File: src/rtl/hazard_pkg.sv
// Shared types and constants for the ID-stage hazard/stall control block.
package hazard_pkg;

  typedef enum logic [1:0] {
    RUN     = 2'd0,
    LDSTALL = 2'd1,
    MDWAIT  = 2'd2
  } hz_state_e;

  localparam int REG_AW_DEF = 6;
  localparam int ZERO_REG   = 0;

endpackage

File: src/rtl/hazard_stall_unit_if.sv
// Pipeline <-> hazard unit signal bundle; master is the pipeline, slave is the hazard unit.
interface hazard_stall_unit_if #(
  parameter int REG_AW = hazard_pkg::REG_AW_DEF
);
  logic [REG_AW-1:0] IFID_rs;
  logic [REG_AW-1:0] IFID_rt;
  logic              IFID_use_rs;
  logic              IFID_use_rt;
  logic              IFID_md;
  logic              IDEX_MemRd;
  logic              IDEX_RegWr;
  logic [REG_AW-1:0] IDEX_rdes;
  logic              md_issue;
  logic [REG_AW-1:0] md_rdes;
  logic              md_done;
  logic              branch_taken;
  logic              PCWr;
  logic              IFIDWr;
  logic              IFID_Flush;
  logic              IDEX_Bubble;
  logic              stall;

  modport master (
    output IFID_rs, IFID_rt, IFID_use_rs, IFID_use_rt, IFID_md,
           IDEX_MemRd, IDEX_RegWr, IDEX_rdes, md_issue, md_rdes, md_done, branch_taken,
    input  PCWr, IFIDWr, IFID_Flush, IDEX_Bubble, stall
  );

  modport slave (
    input  IFID_rs, IFID_rt, IFID_use_rs, IFID_use_rt, IFID_md,
           IDEX_MemRd, IDEX_RegWr, IDEX_rdes, md_issue, md_rdes, md_done, branch_taken,
    output PCWr, IFIDWr, IFID_Flush, IDEX_Bubble, stall
  );
endinterface

File: src/rtl/hazard_stall_unit_md_scoreboard.sv
// Single-entry scoreboard tracking the one outstanding mul/div and its destination register.
module md_scoreboard #(
  parameter int REG_AW = hazard_pkg::REG_AW_DEF
) (
  input  logic              clk,
  input  logic              rst_n,
  input  logic              md_issue,
  input  logic [REG_AW-1:0] md_rdes,
  input  logic              md_done,
  output logic              busy,
  output logic [REG_AW-1:0] busy_rd
);

  // A same-cycle issue overrides the completion; flushes never touch this entry.
  always_ff @(posedge clk or negedge rst_n) begin
    if (!rst_n) begin
      busy    <= 1'b0;
      busy_rd <= '0;
    end else if (md_issue) begin
      busy    <= 1'b1;
      busy_rd <= md_rdes;
    end else if (md_done) begin
      busy    <= 1'b0;
    end
  end

endmodule

File: src/rtl/hazard_stall_unit.sv
// ID-stage stall/flush control: load-use, mul/div scoreboard and branch flush.
// Optional stall-cycle counter port stall_cnt exists when HAZARD_PERF_EN is defined.
module hazard_stall_unit
  import hazard_pkg::*;
#(
  parameter int REG_AW     = REG_AW_DEF,
  parameter int PERF_CNT_W = 32
) (
  input  logic                  clk,
  input  logic                  rst_n,
  hazard_stall_unit_if.slave    hz
`ifdef HAZARD_PERF_EN
  ,
  output logic [PERF_CNT_W-1:0] stall_cnt
`endif
);

  hz_state_e         state, state_nxt;
  logic              busy;
  logic [REG_AW-1:0] busy_rd;
  logic              lu_haz, md_haz;
  logic              pc_wr, ifid_wr, flush, bubble, stall;

  md_scoreboard #(.REG_AW(REG_AW)) u_sb (
    .clk     (clk),
    .rst_n   (rst_n),
    .md_issue(hz.md_issue),
    .md_rdes (hz.md_rdes),
    .md_done (hz.md_done),
    .busy    (busy),
    .busy_rd (busy_rd)
  );

  function automatic logic src_match(input logic [REG_AW-1:0] r,
                                     input logic [REG_AW-1:0] rs, input logic use_rs,
                                     input logic [REG_AW-1:0] rt, input logic use_rt);
    return (r != REG_AW'(ZERO_REG)) && ((use_rs && rs == r) || (use_rt && rt == r));
  endfunction

  assign lu_haz = hz.IDEX_MemRd && hz.IDEX_RegWr &&
                  src_match(hz.IDEX_rdes, hz.IFID_rs, hz.IFID_use_rs, hz.IFID_rt, hz.IFID_use_rt);
  assign md_haz = busy && !hz.md_done &&
                  (src_match(busy_rd, hz.IFID_rs, hz.IFID_use_rs, hz.IFID_rt, hz.IFID_use_rt) ||
                   hz.IFID_md);

  always_ff @(posedge clk or negedge rst_n) begin
    if (!rst_n) state <= RUN;
    else        state <= state_nxt;
  end

  always_comb begin
    state_nxt = RUN;
    pc_wr     = 1'b1;
    ifid_wr   = 1'b1;
    flush     = 1'b0;
    bubble    = 1'b0;
    stall     = 1'b0;
    // Flush beats any stall; load-use only counts from RUN since LDSTALL already bubbled once.
    if (hz.branch_taken) begin
      flush  = 1'b1;
      bubble = 1'b1;
    end else if (md_haz) begin
      {pc_wr, ifid_wr, bubble, stall} = 4'b0011;
      state_nxt = MDWAIT;
    end else if (state == RUN && lu_haz) begin
      {pc_wr, ifid_wr, bubble, stall} = 4'b0011;
      state_nxt = LDSTALL;
    end
    if (!rst_n) begin
      pc_wr   = 1'b0;
      ifid_wr = 1'b0;
      flush   = 1'b1;
      bubble  = 1'b1;
      stall   = 1'b0;
    end
  end

  assign hz.PCWr        = pc_wr;
  assign hz.IFIDWr      = ifid_wr;
  assign hz.IFID_Flush  = flush;
  assign hz.IDEX_Bubble = bubble;
  assign hz.stall       = stall;

`ifdef HAZARD_PERF_EN
  always_ff @(posedge clk or negedge rst_n) begin
    if (!rst_n)                       stall_cnt <= '0;
    else if (stall && stall_cnt != '1) stall_cnt <= stall_cnt + 1'b1;
  end
`endif

endmodule

File: src/flat_wrapper.sv
// flat-port wrapper written by rule: the top's interface ports become plain ports
module hazard_stall_unit_flat import hazard_pkg::*;
#(
  parameter int REG_AW     = REG_AW_DEF,
  parameter int PERF_CNT_W = 32
)
  (clk, rst_n, hz_IFID_rs, hz_IFID_rt, hz_IFID_use_rs, hz_IFID_use_rt, hz_IFID_md, hz_IDEX_MemRd, hz_IDEX_RegWr, hz_IDEX_rdes, hz_md_issue, hz_md_rdes, hz_md_done, hz_branch_taken, hz_PCWr, hz_IFIDWr, hz_IFID_Flush, hz_IDEX_Bubble, hz_stall);
  hazard_stall_unit_if #(.REG_AW(REG_AW)) hz_i ();
  input  logic clk;
  input  logic rst_n;
  input wire logic [$bits(hz_i.IFID_rs)-1:0] hz_IFID_rs;
  input wire logic [$bits(hz_i.IFID_rt)-1:0] hz_IFID_rt;
  input wire logic [$bits(hz_i.IFID_use_rs)-1:0] hz_IFID_use_rs;
  input wire logic [$bits(hz_i.IFID_use_rt)-1:0] hz_IFID_use_rt;
  input wire logic [$bits(hz_i.IFID_md)-1:0] hz_IFID_md;
  input wire logic [$bits(hz_i.IDEX_MemRd)-1:0] hz_IDEX_MemRd;
  input wire logic [$bits(hz_i.IDEX_RegWr)-1:0] hz_IDEX_RegWr;
  input wire logic [$bits(hz_i.IDEX_rdes)-1:0] hz_IDEX_rdes;
  input wire logic [$bits(hz_i.md_issue)-1:0] hz_md_issue;
  input wire logic [$bits(hz_i.md_rdes)-1:0] hz_md_rdes;
  input wire logic [$bits(hz_i.md_done)-1:0] hz_md_done;
  input wire logic [$bits(hz_i.branch_taken)-1:0] hz_branch_taken;
  output wire logic [$bits(hz_i.PCWr)-1:0] hz_PCWr;
  output wire logic [$bits(hz_i.IFIDWr)-1:0] hz_IFIDWr;
  output wire logic [$bits(hz_i.IFID_Flush)-1:0] hz_IFID_Flush;
  output wire logic [$bits(hz_i.IDEX_Bubble)-1:0] hz_IDEX_Bubble;
  output wire logic [$bits(hz_i.stall)-1:0] hz_stall;
  assign hz_i.IFID_rs = hz_IFID_rs;
  assign hz_i.IFID_rt = hz_IFID_rt;
  assign hz_i.IFID_use_rs = hz_IFID_use_rs;
  assign hz_i.IFID_use_rt = hz_IFID_use_rt;
  assign hz_i.IFID_md = hz_IFID_md;
  assign hz_i.IDEX_MemRd = hz_IDEX_MemRd;
  assign hz_i.IDEX_RegWr = hz_IDEX_RegWr;
  assign hz_i.IDEX_rdes = hz_IDEX_rdes;
  assign hz_i.md_issue = hz_md_issue;
  assign hz_i.md_rdes = hz_md_rdes;
  assign hz_i.md_done = hz_md_done;
  assign hz_i.branch_taken = hz_branch_taken;
  assign hz_PCWr = hz_i.PCWr;
  assign hz_IFIDWr = hz_i.IFIDWr;
  assign hz_IFID_Flush = hz_i.IFID_Flush;
  assign hz_IDEX_Bubble = hz_i.IDEX_Bubble;
  assign hz_stall = hz_i.stall;
  hazard_stall_unit #(.REG_AW(REG_AW), .PERF_CNT_W(PERF_CNT_W)) u_core (.clk(clk), .rst_n(rst_n), .hz(hz_i));
endmodule
File: config.mk
export PLATFORM = sky130hd
export DESIGN_NAME = hazard_stall_unit_flat
export DESIGN_NICKNAME = d
export VERILOG_FILES = /design/src/rtl/hazard_pkg.sv /design/src/rtl/hazard_stall_unit_if.sv /design/src/rtl/hazard_stall_unit_md_scoreboard.sv /design/src/rtl/hazard_stall_unit.sv /design/src/flat_wrapper.sv
export SDC_FILE = /design/constraint.sdc
export NUM_CORES = 1
export LEC_CHECK = 0
export CAP_MARGIN = 10
export CORE_MARGIN = 1
export CORE_UTILIZATION = 30
export CTS_CLUSTER_SIZE = 25
export DETAILED_ROUTE_END_ITERATION = 8
export PLACE_DENSITY_LB_ADDON = 0.05
export SLEW_MARGIN = 20
export SYNTH_ARGS = -nofsm -noshare
export SYNTH_HDL_FRONTEND = slang
export SYNTH_SLANG_ARGS = --single-unit
File: constraint.sdc
create_clock -name clk -period 2.5 [get_ports clk]
set_input_delay 0.375 -clock clk [delete_from_list [all_inputs] [get_ports clk]]
set_output_delay 0.375 -clock clk [all_outputs]
set_load 0.01 [all_outputs]
==> flow_summary.yaml <==
cells_and_area:
  postLayoutCellArea_mm2: 0.001267
  area.sequential_um2: 225.2
  post_route_cells_drive_above_1_share_pct: 30.08
  multi_input_comb_area_um2: 496.7
  final_nets: 158
  num_antenna_cells: 0
  area_growth_syn_to_layout_pct: 79.29
  final.fill_count: 213
placed_design:
  io_buffer_count: 38
  place_congestion: 0.7334
  dp_hpwl_mm: 1.519
  place_area_mm2: 0.001216
die:
  die_span_y_um: 50.55
  die_x_um: 50.55
  core-area_mm2: 0.002212
  initial_core_util_pct: 31.96
  fp-row-count: 17
  die_area_mm2: 0.002555
  boundaryPins: 39
cts:
  tritoncts: "done"
  cts.sink_count: 9
  cts_buffer_depth: 2
  clock_tree.root_cell: "clkbuf_4"
  cts-buffers-inserted: 3
  postCtsHoldBufs: 0
  clock_insertion_delay_at_the_later_pin_of_the_skew_report_ns: 0.26
  cts.clk_slew.worst_paths_ns: 0.06
  htree_levels: 1
setup_path:
  critical_path.reg2reg.startpoint: "u_core.u_sb.busy_rd[1]"
  arrival_ns: 2.03
  r2r_setup_slack_ns: 0.86
  timing.critical_path.fanout_max: 3
  crit_path_start_kind: "input port"
  worstPathRequired_ns: 2.12
  critPathLaunch: "hz_IFID_rt[0]"
  critical_path.endpoint_type: "primary output"
  critical_path_class: "in2out"
power_and_ir_drop:
  ir_worst_vdd_mv: 0.3146
  power_per_cell_area_mw_per_mm2: 364.4
  leakagePower_nw: 0.5092
  power_w: 0.0004619
yosys:
  ys_seq_elements: 9
  post_synth_inst_count: 67
  yosysSeqAreaShare_pct: 31.86
  yosysWarningCount: 0
  synthesis.area_um2: 706.9
  synth.avg_cell_area_um2: 10.55
  synth_fp_nets: 101
  post_synth_num_cell_types: 23
sta:
  worst_slew_margin_rel_pct: 76.44
  final.hold.worst_slack_ns: 0.4858
  count_of_final_setup_violators: 0
  max_clock_freq_mhz: 415.5
  min_period_over_period_pct: 96.28
  final.min_clock_period_ns: 2.407
  final.setup_skew_ns: 0.004741
  final-max-slew-violation-count: 0
  final_hold_violation_count: 0
  setup_repair_after_global_routing_missed_its_margin: "false"
  worst_pin_slew_ns: 0.3507
job:
  drv.max_cap_violation_count: 0
global_route:
  grt_pass1_vias: 702
  grt_max_degree: 10
  grt.overflow.total: 0
  gr-usage-all-layers_pct: 16.62
  antenna_found_initial: 0
  grt_pass1_wl_mm: 3.105
detailed_routing:
  first_drt_pass_iteration_count: 2
  final_antenna_net_count: 0
  vias: 703
  remaining_drc_errors: 0
  vias_per_cell: 4.656
  drt-initial-drc-count: 2
  routedWlPerCell_um: 12.43
  totalWireLength_mm: 1.877
outcome:
  status: "finished clean"
worst_hold_path:
  min-delay-path-class: "in2async"
==> per-layer routing <==
metal	track usage [%]	part of all wire (%)
met1	20.07	45
met2	27.33	47
met3	3.030	6.2
met4	9.722	1.9
met5	0	0
==> repair_timing <==
| action | CTS | global route |
|---|---|---|
| resized for setup | 11 | 8 |
| endpoints found under the setup margin | 4 | 4 |
| pin swaps | 2 | 3 |
| buffers inserted | 1 | 1 |
==> report_power, final <==
part / internal (W) / switching (W)
Combinational: 0.000118 / 0.0000671
Clock: 0.0000614 / 0.0000496
Sequential: 0.000157 / 0.00000833
==> sequential cells by signal, summed over array words and instances (netlist names) <==
signal	count
u_core.u_sb.busy_rd	6
u_core.state	2
u_core.u_sb.busy	1
==> cells in the mapped netlist (all sizes together) <==
library cell | number | share of area, %
xnor2 | 24 | 30
dfrtp | 9 | 32
mux2 | 6 | 9.6
nand3 | 4 | 2.8
nand4 | 4 | 3.5
o22ai | 2 | 1.8
or4 | 2 | 2.1
a21oi | 1 | 0.71
a22oi | 1 | 3.0
a31o | 1 | 1.2
and2 | 1 | 0.89
and2b | 1 | 1.2
buf | 1 | 1.1
clkbuf | 1 | 0.53
nand2 | 1 | 0.53
nand2b | 1 | 0.89
nand3b | 1 | 1.1
nor2 | 1 | 0.53
nor3 | 1 | 0.71
nor3b | 1 | 1.8
o311ai | 1 | 2.3
o31a | 1 | 1.2
or2 | 1 | 0.89
==> worst max-delay path, cell delays in order <==
cell	delay, ns
clkdlybuf4s50_1	0.50
xnor2_1	0.14
nand4_1	0.15
o22ai_2	0.26
o311ai_4	0.13
buf_4	0.17
nand3b_1	0.07
clkdlybuf4s15_1	0.23
==> through the flow <==
step	TNS, ns	utilization [%]	setup WS (ns)	cells
6_report	0	57.30	0.09311	151
5_1_grt	0	57.30	0.001974	151
4_1_cts	0	57.30	0.008033	150
3_5_place_dp	-1.230	54.98	-0.3225	145
3_3_place_gp	-1.125	54.98	-0.2864	145
2_1_floorplan	0	-	0.4329	67
==> final timing paths <==
check | endpoint | cells after the start
worst max-delay path | hz_IDEX_Bubble | 8
worst min-delay path | u_core.state[1] | 2
worst max register to register | u_core.state[0] | 4
worst min register to register | u_core.u_sb.busy_rd[4] | 1
max in group asynchronous | u_core.u_sb.busy_rd[3] | 2
min in group clk | u_core.u_sb.busy_rd[4] | 1
==> final cells by class <==
type	count	area share [%]
timing repair buffer	54	38.20
multi-input combinational	56	39.19
clock buffer	4	2.073
tap	28	2.764
sequential	9	17.77
==> cells by family (layout without fill, tap and decap cells) <==
| kind of cell | after synthesis | after routing | synth area share [%] |
|---|---|---|---|
| xor+xnor | 24 | 24 | 29.73 |
| simple gates | 19 | 19 | 16.99 |
| flops | 9 | 9 | 31.86 |
| compound gates | 7 | 7 | 10.27 |
| mux | 6 | 6 | 9.557 |
| buf+inv | 2 | 58 | 1.593 |
==> layout by cell type, fill, tap and decap left out, drive strengths merged, types with 2 or more instances in the layout <==
cell / Yosys / final
xnor2: 24 / 24
nand3: 4 / 4
clkbuf: 1 / 7
nand4: 4 / 4
o22ai: 2 / 2
or4: 2 / 2
dfrtp: 9 / 9
clkdlybuf4s50: 0 / 30
dlygate4sd2: 0 / 3
buf: 1 / 16
mux2: 6 / 6
(Power assumes the default switching activity.)
